File: src/rtl/mux_sel_arbiter_pkg.sv
// Shared encodings for the mux select arbiter and the downstream mux bench.
package mux_sel_arbiter_pkg;

  typedef enum logic [1:0] {
    ST_IDLE    = 2'd0,
    ST_GRANT_A = 2'd1,
    ST_GRANT_B = 2'd2
  } arb_state_t;

  localparam logic SEL_A = 1'b0;
  localparam logic SEL_B = 1'b1;

endpackage

File: src/rtl/mux_sel_arbiter.sv
// Round-robin arbiter for two requesters feeding a 2:1 mux.
// Captures the granted payload into a registered valid/ready output and
// returns to IDLE for one cycle after every transfer.
//
//   state      | meaning
//   -----------+-------------------------------------------------------
//   ST_IDLE    | no word held; sample requests, arbitrate on `last`
//   ST_GRANT_A | A's word held in out_data, waiting for out_ready
//   ST_GRANT_B | B's word held in out_data, waiting for out_ready
module mux_sel_arbiter
  import mux_sel_arbiter_pkg::*;
#(
  parameter int WIDTH = 1
) (
  input  logic             clk,
  input  logic             rst,
  input  logic             req_a,
  input  logic [WIDTH-1:0] data_a,
  output logic             ack_a,
  input  logic             req_b,
  input  logic [WIDTH-1:0] data_b,
  output logic             ack_b,
  output logic             sel,
  output logic             out_valid,
  output logic [WIDTH-1:0] out_data,
  input  logic             out_ready
);

  arb_state_t       state_q, state_d;
  logic             sel_q, sel_d;
  logic             valid_q, valid_d;
  logic [WIDTH-1:0] data_q, data_d;
  logic             last_q, last_d;
  logic             xfer;

  assign xfer = valid_q & out_ready;

  // State and output registers; reset drops any held word without an ack.
  always_ff @(posedge clk) begin
    if (rst) begin
      state_q <= ST_IDLE;
      sel_q   <= SEL_A;
      valid_q <= 1'b0;
      data_q  <= '0;
      last_q  <= SEL_B;
    end else begin
      state_q <= state_d;
      sel_q   <= sel_d;
      valid_q <= valid_d;
      data_q  <= data_d;
      last_q  <= last_d;
    end
  end

  // Next-state: arbitrate in IDLE, hold the word while granted until it transfers.
  always_comb begin
    state_d = state_q;
    sel_d   = sel_q;
    valid_d = valid_q;
    data_d  = data_q;
    last_d  = last_q;
    case (state_q)
      ST_IDLE: begin
        // A wins when alone, or when both ask and B was served last.
        if (req_a && (!req_b || last_q == SEL_B)) begin
          state_d = ST_GRANT_A;
          sel_d   = SEL_A;
          data_d  = data_a;
          valid_d = 1'b1;
          last_d  = SEL_A;
        end else if (req_b) begin
          state_d = ST_GRANT_B;
          sel_d   = SEL_B;
          data_d  = data_b;
          valid_d = 1'b1;
          last_d  = SEL_B;
        end
      end
      ST_GRANT_A, ST_GRANT_B: begin
        // sel is left alone so the mux keeps pointing at the last winner.
        if (xfer) begin
          state_d = ST_IDLE;
          valid_d = 1'b0;
        end
      end
      default: begin
        state_d = ST_IDLE;
        valid_d = 1'b0;
      end
    endcase
  end

  assign ack_a     = xfer & (state_q == ST_GRANT_A);
  assign ack_b     = xfer & (state_q == ST_GRANT_B);
  assign sel       = sel_q;
  assign out_valid = valid_q;
  assign out_data  = data_q;

endmodule

File: config.mk
export PLATFORM = sky130hd
export DESIGN_NAME = mux_sel_arbiter
export DESIGN_NICKNAME = d
export VERILOG_FILES = /design/src/rtl/mux_sel_arbiter_pkg.sv /design/src/rtl/mux_sel_arbiter.sv
export SDC_FILE = /design/constraint.sdc
export NUM_CORES = 1
export LEC_CHECK = 0
export BUFFER_PORTS_ARGS = -buffer_cell sky130_fd_sc_hd__buf_2
export CAP_MARGIN = 20
export CELL_PAD_IN_SITES_DETAIL_PLACEMENT = 0
export CELL_PAD_IN_SITES_GLOBAL_PLACEMENT = 1
export CORE_AREA = 10 10 47 49
export DETAILED_ROUTE_END_ITERATION = 10
export DIE_AREA = 0 0 57 59
export GPL_ROUTABILITY_DRIVEN = 0
export PLACE_DENSITY_LB_ADDON = 0.15
export SLEW_MARGIN = 10
export SYNTH_ARGS = -nofsm -noshare
export SYNTH_HDL_FRONTEND = slang
export SYNTH_SLANG_ARGS = --single-unit
File: constraint.sdc
create_clock -name clk -period 4 [get_ports clk]
set_input_delay 0.2 -clock clk [delete_from_list [all_inputs] [get_ports clk]]
set_output_delay 0.2 -clock clk [all_outputs]
set_load 0.02 [all_outputs]
=== Word level (Yosys, flattened, before mapping) ===
Cells that the tools add are included.
W data, S select, Z words.

* Equality and inequality tests: 4
* Muxes and demuxes: 11
* Bitwise operators: 3
* Reductions and logical operators: 8

{| class="wikitable"
|+ Operator list
! cell !! number
|-
| $mux W1 || 6
|-
| $mux W2 || 3
|-
| $pmux W2 S2 || 1
|-
| $reduce_and A2 Y1 || 2
|-
| $and A1 B1 Y1 || 3
|-
| $ne A3 B3 Y1 const B || 1
|-
| $eq A2 B1 Y1 const B || 1
|-
| $eq A2 B2 Y1 const B || 1
|-
| $logic_not A2 Y1 || 1
|-
| $ne A2 B2 Y1 const B || 1
|-
| $pmux W1 S2 || 1
|-
| $reduce_bool A2 Y1 || 1
|-
| $reduce_or A2 Y1 || 1
|-
| $logic_and A1 B1 Y1 || 1
|-
| $logic_not A1 Y1 || 1
|-
| $logic_or A1 B1 Y1 || 1
|}

* Register bits after elaboration: 6
* Bits of input ports: 7
* Output and inout port bits: 5
* Logic and storage cells: 31

=== Logic depth before layout (Yosys ltp) ===
Gate-level depths: netlist of run 1.

* Depth in word-level cells: 5
* Mapped depth: 5
* Gate-level depth less buffers: 5

=== Worst setup path before layout of run 1 ===
OpenSTA, ideal clock, no wires.

* Path kind: register to register
* Start: reg state_q[0]
* End: reg state_q[0]
* Library setup time: 66 ps
* Data arrival time: 1,196 ps
* Data required time: 3,934 ps
* Path slack: 2,738 ps
* Stages on the path, launching flop included: 6
* Path buffers: 0
* Clock period less this slack: 1,262 ps
* Cell sequence: dfxtp_1 > inv_1 > ha_1 > or3b_1 > a21o_1 > a21oi_2

* Word-level cells in the longest chain between the ends: 4
* Elaborated cells on any way between the ends: 8
* Those cells by class: 4 x eq/ne; 1 x mux; 3 x reduce/logical

{| class="wikitable"
|+ Ends and longest elaborated chain
! item !! line !! source
|-
| start: declaration || mux_sel_arbiter.sv:29 || <nowiki>arb_state_t state_q, state_d;</nowiki>
|-
| start signal: assignment || mux_sel_arbiter.sv:47 || <nowiki>state_q <= state_d;</nowiki>
|-
| $eq A2 B1 Y1 / $eq A2 B2 Y1 (equally long branches) || mux_sel_arbiter.sv:62 || <nowiki>case (state_q)</nowiki>
|-
| $reduce_or A2 Y1 || mux_sel_arbiter.sv:62 ||
|-
| $ne A2 B2 Y1 (no line) || n/a ||
|-
| $reduce_and A2 Y1 (no line) || n/a ||
|}

Several ways; a longest one is shown, not always the timed one.
A chain may end at the register's enable or synchronous reset.

=== Worst setup path after layout of run 1 ===
* Start: reg state_q[0]
* End: out ack_b

* Word-level cells in the longest chain between the ends: 2

{| class="wikitable"
|+ Ends and longest elaborated chain
! item !! line !! source
|-
| $eq A2 B2 Y1 || mux_sel_arbiter.sv:94 || <nowiki>assign ack_b = xfer & (state_q == ST_GRANT_B);</nowiki>
|-
| $and A1 B1 Y1 || mux_sel_arbiter.sv:94 ||
|-
| end: declaration || mux_sel_arbiter.sv:22 || <nowiki>output logic ack_b,</nowiki>
|}

No other way between the ends.

==> summary by stage, run 1 <==
Die
The area of the core is around 0.0014 mm^2. The row count is 14. Once the floorplan was initialized, standard cells occupied between 20% and 30% of the core. 12 I/O pins were placed. The die is 59 um tall. The total die area is 0.00336 mm^2. The width of the die is 57 um.

Synth
Yosys instantiated no cell more often than sky130_fd_sc_hd__dfxtp_1. By area the synthesized netlist is led by sky130_fd_sc_hd__dfxtp_1 36%, sky130_fd_sc_hd__ha_1 11%, sky130_fd_sc_hd__o21ai_0 4.5%. The share of synthesized area occupied by flip-flops and latches is 36.1%. The synthesized design spends more area on one cell type than any other, namely sky130_fd_sc_hd__dfxtp_1.

For this run, the number of Yosys warnings is 0. The synthesized design contains 0 enable-type register cells. Counting flops with an async set or reset pin after synthesis yields a share of 0%. The top cell type by area accounts for a little over a third of the synthesized area. Counting flops and latches in the post-synthesis netlist gives 6.

In this run the mean area of a mapped cell was approximately 8.8 um^2. By count the netlist is led by 6 x sky130_fd_sc_hd__dfxtp_1, 3 x sky130_fd_sc_hd__ha_1, 3 x sky130_fd_sc_hd__inv_1, 3 x sky130_fd_sc_hd__nor2_1, 3 x sky130_fd_sc_hd__o21ai_0. The count of distinct cell types in the synthesized netlist is 21.

The most used flip-flop cell after synthesis is sky130_fd_sc_hd__dfxtp_1. The number of nets handed over by synthesis was 48. Counting every instance in the synthesized netlist gives 38. The synthesized netlist occupies a cell area of ~330 um^2.

Timing
Setup repair after global routing left no endpoint under its margin. Summed over all failing endpoints, the final setup total negative slack is 0 ns. The final worst hold slack is 0.181 ns. The share of the cycle needed by the critical path after routing is between 30% and 40%. Measured against its own limit, the worst slew margin works out to between 80% and 90%. Based on the critical path, the design can be clocked at up to between 700 and 800 MHz. The number of max-slew violations in the final report is 0. The maximum clock skew at final layout is just under 0.007 ns. At the pin with the least slew margin, the transition time is 0.200 ns. The hold violation count in the final report is 0.

The post-route worst setup slack is between 2 and 3 ns. The total setup violations reported at the end of the flow is 0. The final critical-path required period is approximately 1.4 ns.

Clocking
After clock tree synthesis, the flow added hold-fix buffers numbering 0. In this run the post-CTS setup repair buffer count came out at 0. No sink is reached through more buffers than the 2 on the longest clock path. Clock latency on the worst-skew pair, taken at its later pin, is 0.25 ns. The root buffer cell is sky130_fd_sc_hd__clkbuf_4. TritonCTS built the clock tree. Clock-pin slew was measured on the worst setup and hold paths at about 0.05 ns. The number of clock buffers added by TritonCTS is 3.

The total of cells resized after clock tree synthesis is 0. For this design, the sink count on the clock tree is 6. CTS built an H-tree with a depth of 1.

Power and ir drop
The cell area power density is 549 mW/mm^2. The analysis attributes to cell leakage a power of roughly 0.00020 uW. The worst IR drop on VDD is 0.150 mV.

Worst setup path
Counting both buffers and inverters, the worst setup path holds a total of 2. The data required time of the critical path is roughly 3.8 ns. The kind of cell with the highest combined delay along the critical path is flip-flops. Data arrives at the worst endpoint at ~1.2 ns.

The slowest stage cell on the critical path is sky130_fd_sc_hd__dfxtp_1. The critical path goes through inv_1, ha_1, and3_1, buf_2. The critical path class is register to primary output. The critical path capture point type is a primary output. In this run the worst path has a maximum fanout of 3.

The critical path startpoint category is a register. For this run, the slowest stage of the critical path takes 0.33 ns.

Route
After the first detailed-routing iteration, the DRC count stood at 3. In the final routed layout, each cell accounts on average for roughly 12 um. The first TritonRoute pass finished after 2 iterations.

The post-route DRC violation count is 0. The post-detailed-routing wire length is 809 um. The detail route stage leaves a number of antenna-violating nets equal to 0.

The via total after detailed routing is roughly 320. Dividing the detail-routed via count by the number of cells gives 4.65.

Place
The number of buffers added on ports is 11. Summing all placed instances gives a cell area of approximately 410 um^2. At the placement stage, the worst setup path has a slack of approximately 2.6 ns. The HPWL after detailed placement is 665 um.

Final layout
Summing all non-filler instances in the final layout gives an area of between 400 and 500 um^2. The net total in the final layout is 64. In the final layout, flip-flops and latches occupy approximately 120 um^2. In the final layout, the multi-input gates occupy 201 um^2. The share of layout cells above drive strength 1 is about 33%.

0 antenna diodes ended up in the layout. The area growth from synthesis to layout is 29.3%. The utilization of the core after routing is a little under a third. After filler insertion, the fill cell instance count of the layout stands at 159.

Global route
Entering global routing, the biggest net connects 7 pins. Across every metal layer, demand over resource in global routing totals between 5 and 6%. The number of antenna violations at the first check in global routing is 0. The overflow left after global routing is 0.

The number of global-route vias before repair is roughly 310. The first global-routing pass estimated approximately 1300 um of wire.

Outcome
The run finished with clean final reports.

Min path
The class of the most critical hold timing path is primary input to register.

Run
The total of max-cap violations is 0.
## registers in the layout, indices dropped and copies added (netlist names)
register	count
sel	1
state_q	2
out_valid	1
out_data	1
last_q	1
## metrics by stage
step / std cells / total power [uW]
final: 68 / 236
after global routing: 68 / 256
after CTS: 68 / 242
after detailed placement: 65 / 180
after global placement: 65 / 181
after floorplan: 38 / 153
## where the power goes
| group | switching (uW) | leakage, uW | internal, uW | total [uW] |
|---|---|---|---|---|
| registers | 9.46 | 0.0000498 | 74.6 | 84.0 |
| clock network | 24.9 | 0.0000138 | 34.1 | 59.0 |
| logic | 51.6 | 0.000141 | 41.5 | 93.1 |
| total | 86.0 | 0.000205 | 150 | 236 |
## logic make-up after synthesis
| group | count (synthesis) | synth area share [%] |
|---|---|---|
| buf+inv | 3 | 3.38 |
| simple gates | 14 | 24.4 |
| fa+ha+maj | 3 | 11.3 |
| compound gates | 12 | 24.8 |
| flops | 6 | 36.1 |
## cells in the final DEF, fill, tap and decap left out, types with 3 or more instances in the layout
master,instances
sky130_fd_sc_hd__o21ai_0,3
sky130_fd_sc_hd__nor2_1,3
sky130_fd_sc_hd__dfxtp_1,6
sky130_fd_sc_hd__clkbuf_4,3
sky130_fd_sc_hd__ha_1,3
sky130_fd_sc_hd__inv_1,3
sky130_fd_sc_hd__buf_2,11
## layout make-up
type | instances | area share [%]
sequential | 6 | 27.9
clock buffer | 3 | 5.23
inverter | 3 | 2.62
multi-input combinational | 29 | 46.8
tap | 16 | 4.65
timing repair buffer | 11 | 12.8
## path summary, 6_finish.rpt
check                             to  slack [ns]  depth (start not counted)               startpoint
min reg2reg         sel$_SDFFE_PP0P_        0.49                          2         sel$_SDFFE_PP0P_
max reg2reg  state_q[0]$_SDFFE_PP0P_        2.64                          5  state_q[0]$_SDFFE_PP0P_
min          state_q[0]$_SDFFE_PP0P_        0.18                          2                      rst
max                            ack_b        2.63                          4  state_q[0]$_SDFFE_PP0P_
## routing by layer
metal | up-vias | global-route usage (%) | part of all wire, %
met5 | - | 0 | 0
met4 | 0 | 4.03 | 3.3
met3 | 3 | 3.22 | 7.4
met2 | 12 | 6.98 | 39
met1 | 138 | 5.33 | 50
li1 | 163 | - | -
No activity file was read; power rests on OpenSTA's default activity.
==> run 2, diff against run 1 <==
- clock period: 4 -> 1.4 ns (I/O delays scaled with it)
==> summary by stage, run 2 (same netlist as run 1, synthesis figures left out) <==
Route
The post-detailed-routing wire length is between 800 and 900 um. The number of iterations in the first detailed-routing pass is 4. The detailed router finished its first iteration with 3 violations. Summing over every cut layer, the via total after detailed routing is ~320. Dividing the detail-routed wire length by the instance count gives between 10 and 15 um.

After detailed routing, the number of vias per cell comes to between 4 and 5. In the routed design, unresolved DRC markers number 0. The detail route stage leaves a number of antenna-violating nets equal to 0.

Worst setup path
STA classifies the critical path endpoint as a register. The endpoint arrival time on the critical path is 1.51 ns. The top fanout value on the critical path is 6. The category of cells accounting for the largest share of critical-path delay is simple AND/OR/NAND/NOR gates. The number of buffers and inverters on the critical path is 1. The critical path startpoint category is a register. Walking the worst path, the cells encountered are inv_1, ha_4, or3b_1, a21o_1, a21oi_2. The slowest stage cell on the critical path is sky130_fd_sc_hd__or3b_1. The critical path class is register to register. The data required time of the critical path is between 1.5 and 2 ns. The delay of the slowest cell on the worst path is approximately 0.35 ns.

Global route
The overflow left after global routing is 0. The number of antenna violations at the first check in global routing was 0. The number of global-route vias before repair is about 350. Entering global routing, the biggest net connects 7 pins.

The first global-routing pass estimated between 1000 and 1500 um of wire. The overall fraction of global-route tracks in use is under 10%.

Timing
Static timing analysis puts the maximum clock frequency at 757 MHz. The slew at the pin with the worst max-slew slack is just over 0.2 ns. The worst slew margin relative to its limit is a little under nine tenths.

The hold violation count in the final report is 0. The worst path in the final design needs a cycle of around 1.3 ns, including I/O delays and setup. The number of max-slew violations in the final report came to 0. Setup repair after global routing left no endpoint under its margin. The maximum clock skew at final layout is around 0.0014 ns. For the final routed database, the setup TNS stands at 0 ns. The worst path uses between 90% and 100% of the clock period. Setup violations remaining at the end of the flow were counted as 0. The post-route worst setup slack is 0.0789 ns.

The tightest hold path in the finished design has a slack of ~0.06 ns.

Final layout
From synthesis to final layout, the design area changed by 33.1%. The net total in the final layout is 64. The filler cell count in the final layout is between 150 and 200.

In the layout the commonest cells are 11 x sky130_fd_sc_hd__buf_2, 6 x sky130_fd_sc_hd__dfxtp_1. The most common cell after layout, fill and taps aside is sky130_fd_sc_hd__buf_2. 0 antenna diodes ended up in the layout. The register with the most flip-flops in the final layout is state_q. The register with the most flip-flops in the layout has 2 of them. The post-route netlist has roughly a third of its cells at a drive strength greater than 1.

Clocking
The insertion delay to the later sink of the worst-skew pair is about 0.25 ns. The worst-case clock buffer depth is 2. The root buffer cell is sky130_fd_sc_hd__clkbuf_4.

The H-tree level count is 1. The TritonCTS sink count is 6. TritonCTS built the clock tree. In this run, CTS created clock tree buffers numbering 3. The clock slew at the register clock pins of the worst setup and hold paths is 0.05 ns.

After clock tree synthesis, the flow added hold-fix buffers numbering 0.

Die
The number of top-level pins is 12. The die covers 0.00336 mm^2. The starting utilization of the core area is between 20% and 30%. The width of the die is 57 um. The die boundary height is approximately 60 um.

After floorplanning, the core was divided into 14 placement rows. The area of the core is approximately 0.0014 mm^2.

Power and ir drop
The clock network accounts for between 20% and 30% of the total power. The leakage power is just over 0.0002 uW. The analysis attributes to net switching a power of roughly 260 uW. The worst IR drop on VDD is 0.495 mV. The combinational cell fraction of total power is a little over two fifths. The share of power burned in registers is 34.3%.

In this run switching power makes up around 36% of total power. The design draws between 700 and 800 uW. Power spread over the standard cell area amounts to 1590 mW/mm^2.

The cell-internal power is around 450 uW.

Outcome
The run finished with clean final reports.

Place
Timing analysis after detailed placement gives a worst setup slack of 0.0249 ns. The number of buffers added on ports is 11.

Min path
The class of the most critical hold timing path is primary input to register.

Run
The total of max-cap violations is 0.
run 2: changes by cell type in the layout (fill, tap and decap cells not counted):
cell                   change
sky130_fd_sc_hd__ha_4      +1
sky130_fd_sc_hd__ha_1      -1
run 2: cell type report:
class | instances | area, um^2 | share of cell area, %
Inverter | 3 | 11.3 | 2.54
Tap cell | 16 | 20.0 | 4.52
Multi-Input combinational cell | 29 | 214 | 48.3
Clock buffer | 3 | 22.5 | 5.08
Timing Repair Buffer | 11 | 55.1 | 12.4
Sequential cell | 6 | 120 | 27.1
run 2: timing repair:
action                     CTS  global route
gates resized for setup      0             2
setup endpoints to repair    0             3
setup buffers                0             0
run 2: worst register-to-register path, cell delays in order (launching register included):
cell,delay [ns]
sky130_fd_sc_hd__dfxtp_1,0.31
sky130_fd_sc_hd__inv_1,0.13
sky130_fd_sc_hd__ha_4,0.18
sky130_fd_sc_hd__or3b_1,0.35
sky130_fd_sc_hd__a21o_1,0.19
sky130_fd_sc_hd__a21oi_2,0.10
run 2: worst paths after layout:
kind / slack (ns) / startpoint / to / depth (start not counted)
worst max-delay path: 0.08 / state_q[0]$_SDFFE_PP0P_ / state_q[0]$_SDFFE_PP0P_ / 5
worst min-delay path: 0.06 / rst / state_q[0]$_SDFFE_PP0P_ / 2
worst max register to register: 0.08 / state_q[0]$_SDFFE_PP0P_ / state_q[0]$_SDFFE_PP0P_ / 5
worst min register to register: 0.49 / sel$_SDFFE_PP0P_ / sel$_SDFFE_PP0P_ / 2
run 2: routing by layer:
metal  wire length [um]  global-route usage (%)  up-vias  share of wire (%)
met2                330                    7.13       12                 39
met1                386                    5.37      141                 45
met3                 98                    3.22        5                 12
li1                   -                       -      164                  -
met5                  0                       0        -                  0
met4                 35                    5.03        0                4.1
run 2: power by group through the flow:
stage          clock [uW]  combinational (uW)  sequential [uW]
2_1_floorplan           0                 170              267
3_3_place_gp            0                 274              242
3_5_place_dp            0                 276              244
4_1_cts               170                 276              241
5_1_grt               177                 335              247
6_report              167                 296              242
run 2: per-stage QoR:
step,utilization (%),cell area [um^2],instances
3_5_place_dp,29.1,408,65
4_1_cts,30.7,430,68
6_report,31.6,443,68
5_1_grt,31.6,443,68
2_1_floorplan,-,333,38
3_3_place_gp,29.1,408,65
==> run 3, diff against run 2 <==
- ABC_AREA: unset -> 1
==> summary by stage, run 3 <==
Worst setup path
The critical path class is register to primary output. The worst setup path is launched from a register. The data required time of the critical path is 1.33 ns.

Along the worst path, the maximum fanout reaches 3. At the worst endpoint, the arrival time is roughly 1.1 ns. STA classifies the critical path endpoint as a primary output.

Timing
The number of max-slew violations in the final report is 0. The slew at the pin with the worst max-slew slack is ~0.23 ns. The maximum clock skew at final layout is 0.00208 ns. Setup repair after global routing left no endpoint under its margin. Setup total negative slack on the finished layout was measured at 0 ns. Based on the critical path, the design can be clocked at up to around 850 MHz. In this run the tightest slew margin relative to its limit is 84.9%. The total setup violations reported at the end of the flow is 0. Counting I/O delays and the setup requirement, the final critical path takes 1.17 ns. The hold violation count in the final report is 0. After layout, the worst path uses a little over four fifths of the clock period.

Route
The detailed router used layers up to and including met3. The per-cell via count in the routed design is around 4.3. For this block, wires on met1 add up to ~340 um. In this run, the number of DRC markers left after iteration 0 of detailed routing was 3. The count of nets left with antenna violations once routing finished came out at 0. The routed design has 781 um of wire.

For this run, the detailed router's first-pass iteration total came to 2. After detailed routing, the number of remaining DRC violations is 0. The wire length per cell is between 9 and 10 um. The met2 layer wire length in the routed design is 377 um.

The met3 wire length is roughly 67 um. Summing over every cut layer, the via total after detailed routing is ~340.

Clocking
The clock tree from TritonCTS is yes. The H-tree level count is 1. The clock slew at the register clock pins of the worst setup and hold paths is ~0.05 ns.

The number of setup buffers added after CTS is 0. The count of hold buffers inserted by post-cts repair is 0. The number of gates resized after CTS was 0. In this run the deepest clock path goes through 2 buffers.

The root buffer cell is sky130_fd_sc_hd__clkbuf_4. The insertion delay to the later sink of the worst-skew pair is approximately 0.24 ns. For this design, the sink count on the clock tree is 6. The CTS buffer count is 3.

Synth
The fraction of post-synthesis cell area in the top cell type by area is 34.9%. The most used standard cell by instance count after synthesis is sky130_fd_sc_hd__nand2_1. Sorting the synthesized cells by area gives the leading types as sky130_fd_sc_hd__dfxtp_1 35%, sky130_fd_sc_hd__nand2_1 13%, sky130_fd_sc_hd__ha_1 11%. Of all flip-flops after synthesis, the portion carrying an async set or reset was 0%.

The total number of yosys warnings is 0. The number of different library cells used by synthesis comes to 11. The commonest cells after synthesis are 12 x sky130_fd_sc_hd__nand2_1, 9 x sky130_fd_sc_hd__inv_1, 6 x sky130_fd_sc_hd__dfxtp_1. The synthesized netlist net count is 59. The combined area of all synthesized cells is around 340 um^2. Counting flops with a built-in enable in the synthesized netlist gives 0. Sequential elements use between 30% and 40% of the synthesized area. After synthesis the netlist holds a flip-flop and latch count of 6.

Counting every instance in the synthesized netlist gives a little under 50. Among all flip-flop cells after synthesis, the most frequent one is sky130_fd_sc_hd__dfxtp_1. Summed over all instances, the cell type with the most area after synthesis is sky130_fd_sc_hd__dfxtp_1.

A synthesized cell averages between 7 and 8 um^2.

Final layout
The area added between synthesis and finish is 28.4%. More flip-flops sit in one register than any other, and that register is state_q. Counting the fill cells in the layout gives around 170. The share of layout cells above drive strength 1 is a little under a third. The net total in the final layout is 75. The top cell types in the final layout, fill and taps aside, are 12 x sky130_fd_sc_hd__nand2_1, 11 x sky130_fd_sc_hd__buf_2, 9 x sky130_fd_sc_hd__inv_1.

The most common cell after layout, fill and taps aside is sky130_fd_sc_hd__nand2_1. Measured on the finished design, the core utilization comes to a little under a third. The multi-input combinational cell area is 190 um^2.

In the final layout, flip-flops and latches occupy around 120 um^2. The register with the most flip-flops in the layout has 2 of them. The number of antenna cells inserted is 0.

Power and ir drop
The worst IR drop on VDD is 0.536 mV. The leakage power is between 0.0002 and 0.00025 uW. Dividing total power by cell area gives a power density of ~1300 mW/mm^2.

The total power draw is 571 uW.

Die
During I/O placement, the number of pins put on the boundary was 12. The die covers about 0.0034 mm^2. The starting utilization of the core area is approximately 25%.

The area of the core is ~0.0014 mm^2. In this run the core area contains 14 standard-cell rows. From left edge to right edge, the die measures between 50 and 60 um. In this run the vertical extent of the chip is 59 um.

Global route
The wire length of the first global-routing pass is 1370 um. The number of antenna violations at the first check in global routing is 0. The number of global-route vias before repair came to 312. Entering global routing, the biggest net connects 7 pins. The overall fraction of global-route tracks in use is approximately 5.0%.

The overflow left after global routing is 0.

Run
The total of max-cap violations is 0.

Place
The detailed placement HPWL is 678 um. The count of buffers added on input and output ports is 11.

Min path
The class of the most critical hold timing path is primary input to register.

Outcome
The flow ran to the end, and the final reports show no timing, DRC or antenna violations.
==> run 3: through the flow <==
| stage | worst slack, ns | instances | hold WS (ns) | instance area, um^2 |
|---|---|---|---|---|
| detailed placement | 0.219 | 76 | 0.311 | 419 |
| finish | 0.229 | 79 | 0.0441 | 442 |
| global placement | 0.205 | 76 | 0.305 | 419 |
| global route | 0.0967 | 79 | 0.0443 | 442 |
| floorplan | 0.334 | 49 | 0.139 | 344 |
| CTS | 0.202 | 79 | 0.0463 | 442 |
==> run 3: per-layer routing <==
metal	vias to the layer above	track usage (%)
met5	-	0
met4	0	1.01
met3	0	3.86
met2	11	8.37
met1	145	4.91
li1	182	-
==> run 3: layout make-up <==
class                      instances  area share [%]
clock buffer                       3            5.10
multi-input combinational         34            43.1
timing repair buffer              11            12.5
sequential                         6            27.2
tap                               16            4.53
inverter                           9            7.65
==> run 3: worst paths after layout <==
check	start	to	slack, ns	cells past startpoint
max reg2reg	state_q[0]$_SDFFE_PP0P_	state_q[0]$_SDFFE_PP0P_	0.23	5
min	rst	state_q[1]$_SDFFE_PP0P_	0.04	2
max	state_q[0]$_SDFFE_PP0P_	ack_b	0.23	5
min reg2reg	last_q$_SDFFE_PP1P_	last_q$_SDFFE_PP1P_	0.46	2
==> run 3: cells by family after synthesis <==
group                      synth area share, %
adders and majority gates                 10.9
buffers and inverters                     9.82
AOI/OAI and AO/OA                         5.82
DFF                                       34.9
and+or+nand+nor                           38.5
==> run 3: power breakdown <==
group	internal [uW]	switching (uW)	total (uW)
logic	70.6	122	192
registers	200	17.3	217
clock network	97.1	64.6	162
==> run 3: worst max-delay path: stages, from the launching register on <==
cell,delay [ns]
sky130_fd_sc_hd__dfxtp_1,0.36
sky130_fd_sc_hd__inv_1,0.07
sky130_fd_sc_hd__ha_1,0.19
sky130_fd_sc_hd__inv_1,0.05
sky130_fd_sc_hd__nor2_1,0.04
sky130_fd_sc_hd__buf_2,0.15
